### config.mk
export PLATFORM = sky130hd
export DESIGN_NAME = ruler_controller
export DESIGN_NICKNAME = d
export VERILOG_FILES = /design/src/rtl/ruler_controller_pkg.sv /design/src/rtl/distance_accumulator.sv /design/src/rtl/ruler_controller.sv
export SDC_FILE = /design/constraint.sdc
export NUM_CORES = 1
export LEC_CHECK = 0
export ABC_AREA = 0
export ABC_CLOCK_PERIOD_IN_PS = 6200
export CAP_MARGIN = 10
export CORE_MARGIN = 2
export CORE_UTILIZATION = 35
export DETAILED_ROUTE_END_ITERATION = 10
export SLEW_MARGIN = 15
export SYNTH_ARGS = -nofsm -noshare
export SYNTH_HDL_FRONTEND = slang
export SYNTH_SLANG_ARGS = --single-unit
### constraint.sdc
create_clock -name clock -period 6.2 [get_ports clock]
set_input_delay 1.24 -clock clock [delete_from_list [all_inputs] [get_ports clock]]
set_output_delay 1.24 -clock clock [all_outputs]
set_load 0.01 [all_outputs]
### src/rtl/ruler_controller_pkg.sv
// Shared sizing constants and FSM state encoding for the Golomb ruler mark-chain sequencer.
package ruler_controller_pkg;

  localparam int NUMPOSITIONS         = 3;
  localparam int MAXVALUE             = 8;
  localparam int PositionValueBitMax  = 3;
  localparam int PositionNumberBitMax = 2;

  typedef enum logic [2:0] {
    S_IDLE,
    S_ISSUE,
    S_WAIT,
    S_EVAL,
    S_FOUND,
    S_DONE
  } state_t;

endpackage

### src/rtl/distance_accumulator.sv
// Per-level committed distance hashes; distances is the OR of levels strictly below enabled.
module distance_accumulator
  import ruler_controller_pkg::*;
#(
  parameter int N  = NUMPOSITIONS,
  parameter int PB = PositionNumberBitMax + 1,
  parameter int M  = MAXVALUE
) (
  input  logic          clock,
  input  logic          reset,
  input  logic          clear_all,
  input  logic          commit,
  input  logic          drop,
  input  logic [PB-1:0] level,
  input  logic [M:1]    hash,
  input  logic [PB-1:0] enabled,
  output logic [M:1]    distances
);

  logic [M:1] committed [1:N];

  // drop releases both the level being left and the one above it.
  always_ff @(posedge clock or posedge reset) begin
    if (reset) begin
      for (int k = 1; k <= N; k++) committed[k] <= '0;
    end else begin
      for (int k = 1; k <= N; k++) begin
        if (clear_all || (drop && (PB'(k) == level || PB'(k + 1) == level)))
          committed[k] <= '0;
        else if (commit && PB'(k) == level)
          committed[k] <= hash;
      end
    end
  end

  always_comb begin
    distances = '0;
    for (int k = 1; k <= N; k++)
      if (PB'(k) < enabled) distances = distances | committed[k];
  end

endmodule

### src/rtl/ruler_controller.sv
// Head-of-chain sequencer: steps the active mark counter (ISSUE, WAIT x2, EVAL), commits
// distances on advance, records complete rulers and tightens the limit, stops on climb to 0.
module ruler_controller #(
  parameter int NUMPOSITIONS = ruler_controller_pkg::NUMPOSITIONS,
  parameter int PBITS        = ruler_controller_pkg::PositionNumberBitMax + 1,
  parameter int VBITS        = ruler_controller_pkg::PositionValueBitMax + 1,
  parameter int MAXVALUE     = ruler_controller_pkg::MAXVALUE,
  parameter int TIMEOUT      = 255
) (
  input  logic                            clock,
  input  logic                            reset,
  input  logic                            start,
  input  logic [VBITS-1:0]                init_limit,
  input  logic [NUMPOSITIONS:1]           level_ready,
  input  logic [NUMPOSITIONS*VBITS-1:0]   marks_val,
  input  logic [NUMPOSITIONS*PBITS-1:0]   next_enabled_in,
  input  logic [NUMPOSITIONS*VBITS-1:0]   next_start_in,
  input  logic [NUMPOSITIONS*MAXVALUE-1:0] pd_hash_in,
  output logic [PBITS-1:0]                enabled,
  output logic                            globalready,
  output logic [VBITS-1:0]                startvalue,
  output logic [VBITS-1:0]                limit,
  output logic [MAXVALUE:1]               distances,
  output logic [NUMPOSITIONS*VBITS-1:0]   best_marks,
  output logic                            found,
  output logic                            busy,
  output logic                            done,
  output logic                            error
);
  import ruler_controller_pkg::*;

  localparam int CW = $clog2(TIMEOUT + 1);
  localparam logic [PBITS-1:0] LAST = PBITS'(NUMPOSITIONS);

  state_t state, state_nxt;
  logic [CW-1:0]       wait_cnt;
  logic [PBITS-1:0]    cap_next, sel_next;
  logic [VBITS-1:0]    cap_start, sel_start, last_val;
  logic [MAXVALUE:1]   cap_hash, sel_hash;
  logic                sel_ready, commit, drop, clear_all, set_err;
  logic                go_up, stay, go_down;

  // Level 1 sits in the MSBs of every flattened bus, so level N is the LSB slice.
  always_comb begin
    sel_ready = 1'b0;
    sel_next  = '0;
    sel_start = '0;
    sel_hash  = '0;
    for (int k = 1; k <= NUMPOSITIONS; k++) begin
      if (enabled == PBITS'(k)) begin
        sel_ready = level_ready[k];
        sel_next  = next_enabled_in[(NUMPOSITIONS-k)*PBITS +: PBITS];
        sel_start = next_start_in[(NUMPOSITIONS-k)*VBITS +: VBITS];
        sel_hash  = pd_hash_in[(NUMPOSITIONS-k)*MAXVALUE +: MAXVALUE];
      end
    end
  end

  assign last_val = marks_val[VBITS-1:0];
  assign go_up    = (cap_next == enabled + PBITS'(1));
  assign stay     = (cap_next == enabled);
  assign go_down  = (cap_next != '0) && (cap_next == enabled - PBITS'(1));

  always_ff @(posedge clock or posedge reset) begin
    if (reset) state <= S_IDLE;
    else       state <= state_nxt;
  end

  always_comb begin
    state_nxt   = state;
    globalready = 1'b0;
    found       = 1'b0;
    commit      = 1'b0;
    drop        = 1'b0;
    clear_all   = 1'b0;
    set_err     = 1'b0;
    case (state)
      S_IDLE: if (start) begin
        clear_all = 1'b1;
        state_nxt = S_ISSUE;
      end
      S_ISSUE: if (sel_ready) begin
        globalready = 1'b1;
        state_nxt   = S_WAIT;
      end
      // The first WAIT cycle is always spent; only the counter's answer ends the second.
      S_WAIT: begin
        if (wait_cnt != '0 && sel_ready) state_nxt = S_EVAL;
        else if (wait_cnt == CW'(TIMEOUT)) begin
          set_err   = 1'b1;
          state_nxt = S_DONE;
        end
      end
      S_EVAL: begin
        if (cap_next == '0) state_nxt = S_DONE;
        else if (go_up) begin
          if (enabled == LAST) state_nxt = S_FOUND;
          else begin
            commit    = 1'b1;
            state_nxt = S_ISSUE;
          end
        end else if (stay) state_nxt = S_ISSUE;
        else if (go_down) begin
          drop      = 1'b1;
          state_nxt = S_ISSUE;
        end else begin
          set_err   = 1'b1;
          state_nxt = S_DONE;
        end
      end
      S_FOUND: begin
        found     = 1'b1;
        state_nxt = S_ISSUE;
      end
      S_DONE:  state_nxt = S_DONE;
      default: state_nxt = S_IDLE;
    endcase
  end

  always_ff @(posedge clock or posedge reset) begin
    if (reset) begin
      wait_cnt   <= '0;
      cap_next   <= '0;
      cap_start  <= '0;
      cap_hash   <= '0;
      enabled    <= '0;
      startvalue <= '0;
      limit      <= '0;
      best_marks <= '0;
      busy       <= 1'b0;
      done       <= 1'b0;
      error      <= 1'b0;
    end else begin
      wait_cnt <= (state == S_WAIT) ? wait_cnt + CW'(1) : '0;
      if (state == S_WAIT) begin
        cap_next  <= sel_next;
        cap_start <= sel_start;
        cap_hash  <= sel_hash;
      end
      if (state == S_IDLE && start) begin
        limit      <= init_limit;
        enabled    <= PBITS'(1);
        startvalue <= VBITS'(1);
        busy       <= 1'b1;
      end
      if (commit) begin
        enabled    <= enabled + PBITS'(1);
        startvalue <= cap_start;
      end
      if (drop) enabled <= cap_next;
      if (found) begin
        best_marks <= marks_val;
        limit      <= last_val;
      end
      if (state != S_DONE && state_nxt == S_DONE) begin
        busy <= 1'b0;
        done <= 1'b1;
      end
      if (set_err) error <= 1'b1;
    end
  end

  distance_accumulator #(
    .N (NUMPOSITIONS),
    .PB(PBITS),
    .M (MAXVALUE)
  ) u_acc (
    .clock    (clock),
    .reset    (reset),
    .clear_all(clear_all),
    .commit   (commit),
    .drop     (drop),
    .level    (enabled),
    .hash     (cap_hash),
    .enabled  (enabled),
    .distances(distances)
  );

endmodule
==> flow_summary.toml <==
[synthesis]
synthTopCellsByArea = "dfrtp_1 48%, nor2_1 5.4%, nand2_1 4.4%"
netlist_area_um2 = 3930
ys.flop_type = "dfrtp_1"
netlist_instances = 409
seq_area_frac_synth_pct = 48.4
yosysTopAreaCell = "dfrtp_1"
synth-edff-count = 0
synthesis.nets = 483
ys_ff_latch = 76
synth.top_cell.area_share_pct = 48.4
syn_avg_cell_area_um2 = 9.61
async_flop_share_pct = 100
ys_types = 48
yosys_warnings = 0

[finish]
nNetsFinal = 578
drive_gt1_share_pct = 7.09
fill_cells = 1026
postLayoutCellArea_um2 = 5270
final_cell_mix = "102 x clkdlybuf4s50_1, 76 x dfrtp_1, 57 x nor2_1"
multi_input_area_um2 = 1870
seq_area_um2 = 1900
diodes = 0
final_common_cell = "clkdlybuf4s50_1"
syn_to_final_growth_pct = 34.0

[job]
max_cap_violations = 0

[critical_path]
cpMaxStageDelayCell = "clkdlybuf4s50_1"
slowest_delay_ns = 0.62
cp-startpoint = "level_ready[3]"
start_kind = "primary input"
timing.rr.start = "enabled[0]"
path_cells = "clkdlybuf4s50_1, and3b_1, a311oi_1, inv_1, nor4b_1, clkdlybuf4s50_1"
worst-path-buf-inv = 3
critPathTopFamily = "buffers and inverters"
crit_fanout = 4
cp_data_arrival_time_ns = 3.49
cpMostUsedCell = "clkdlybuf4s50_1"
required_ns = 4.96
endpoint_kind = "output port"
crit_type = "primary input to output port"

[clock_tree]
cts_root_buf = "clkbuf_8"
cts_setup_buffers = 0
path_clk_slew_ns = 0.08
cts_buffer_depth = 2
clock-sinks = 76
holdBufCountCts = 0
h-tree-depth = 3
tritoncts = "built"
cts_buffers = 9
cts.repair.resized = 0
clk_latency_ns = 0.35

[global_route]
grt_start_max_net_pins = 41
grtUsageTotal_pct = 17.5
gr-total-overflow = 0
grt_pass1_wl_um = 16100
antenna_found_initial = 0
first_global_vias = 3224

[floorplanning]
rows = 38
dieArea_um2 = 12100
core_um2 = 10900
ios = 103
start_util_pct = 36.1
die_h_um = 110
die_x_um = 110

[timing]
hold_ws_ns = 0.485
worstMarginPinSlew_ns = 1.13
post-route-period-util_pct = 76.3
setup_viol = 0
period_minus_slack_ns = 4.73
fmax_mhz = 211
relSlewSlack_pct = 24.2
final_max_slew_viol_count = 0
fin_skew_ns = 0.0137
finalHoldViolCount = 0
setup_slack_ns = 1.47
fin_tns_setup_ns = 0
rsz0062_at_grt = "false"

[outcome]
status = "finished, final reports clean"

[drt]
vias = 3325
dr.pass1.iters = 4
vias_per_cell = 5.13
drt_wl_total_um = 10000
drc = 0
wl_per_cell_um = 15.5
ant_nets = 0
drtIter0Drc = 146

[pwr]
p_total_uw = 2120
power.leakage_uw = 0.00227
power_density_nw_per_um2 = 403
ir_drop_uv = 147

[place]
dp_hpwl_um = 7330
placed_cell_area_um2 = 5050
portBuffers = 102
preCtsSetupSlack_ns = 1.48
place.gp.congestion = 0.838

[hold_path]
min-delay-start = "cap_start[1]"
hold_path_class = "flop to flop"
-- final cells by class --
type / instances / area share [%]
timing repair buffer: 107 / 20.1
clock buffer: 11 / 2.68
multi-input combinational: 298 / 35.5
clock inverter: 4 / 1.40
sequential: 76 / 36.1
tap: 140 / 3.33
inverter: 12 / 0.855
-- Yosys cell counts (3+ instances only) --
| master | instances |
|---|---|
| a211oi_1 | 3 |
| a21oi_1 | 24 |
| a221oi_1 | 15 |
| a311oi_1 | 3 |
| and2_1 | 8 |
| and3_1 | 5 |
| and3b_1 | 3 |
| buf_6 | 3 |
| clkbuf_1 | 16 |
| dfrtp_1 | 76 |
| ha_1 | 7 |
| inv_1 | 12 |
| mux2_2 | 8 |
| mux2i_1 | 12 |
| nand2_1 | 46 |
| nand2b_1 | 3 |
| nand3_1 | 14 |
| nand3b_1 | 3 |
| nor2_1 | 57 |
| nor3_1 | 5 |
| nor3b_1 | 3 |
| o21a_1 | 8 |
| o21ai_0 | 18 |
| o31ai_1 | 17 |
| xnor2_1 | 5 |
| xor2_1 | 7 |
-- metal layers --
| metal | vias to the layer above | routed length [um] | GRT usage [%] |
|---|---|---|---|
| met5 | - | 0 | 0 |
| met4 | 0 | 131 | 6.24 |
| met3 | 6 | 537 | 3.88 |
| met2 | 90 | 4530 | 26.6 |
| met1 | 1590 | 4820 | 24.5 |
| li1 | 1639 | - | - |
-- worst paths after layout --
check,endpoint,slack [ns],cells past startpoint
hold / removal,startvalue[1],0.48,2
hold reg to reg,startvalue[1],0.48,2
setup reg to reg,u_acc.committed[17],3.00,7
setup / recovery,globalready,1.47,6
max in group asynchronous,cap_hash[5],3.82,3
min in group asynchronous,u_acc.committed[1],1.37,2
-- worst reg2reg max path, cell delays in order, from the launching register on --
cell       delay [ns]
dfrtp_1          0.76
inv_1            0.23
ha_1             0.46
xor2_1           0.20
and3_1           0.26
o2111ai_1        0.25
o31ai_2          0.77
nor2_1           0.12
-- report_power, final --
group | switching (uW) | internal, uW | leakage [uW]
clock network | 178 | 236 | 0.000109
logic | 485 | 444 | 0.00118
registers | 151 | 631 | 0.000980
-- cells by family after synthesis --
family / synth area share [%]
AO/OA/AOI/OAI: 17.2
XOR/XNOR: 3.25
adder cells (fa/ha/maj): 2.23
buffers and inverters: 4.17
flip-flops: 48.4
multiplexers: 5.35
AND/OR/NAND/NOR: 19.4
-- sequential cells by signal, summed over array words and instances, names as in the netlist, 4 cells and up --
register and flops:
u_acc.committed 24, best_marks 12, cap_hash 8, wait_cnt 8, cap_start 4, limit 4
startvalue 4
-- stage by stage --
stage               instances  utilization, %
floorplan                 409               -
global placement          633            46.4
detailed placement        633            46.4
CTS                       648            48.4
global route              648            48.4
finish                    648            48.4
(Power assumes the default switching activity.)
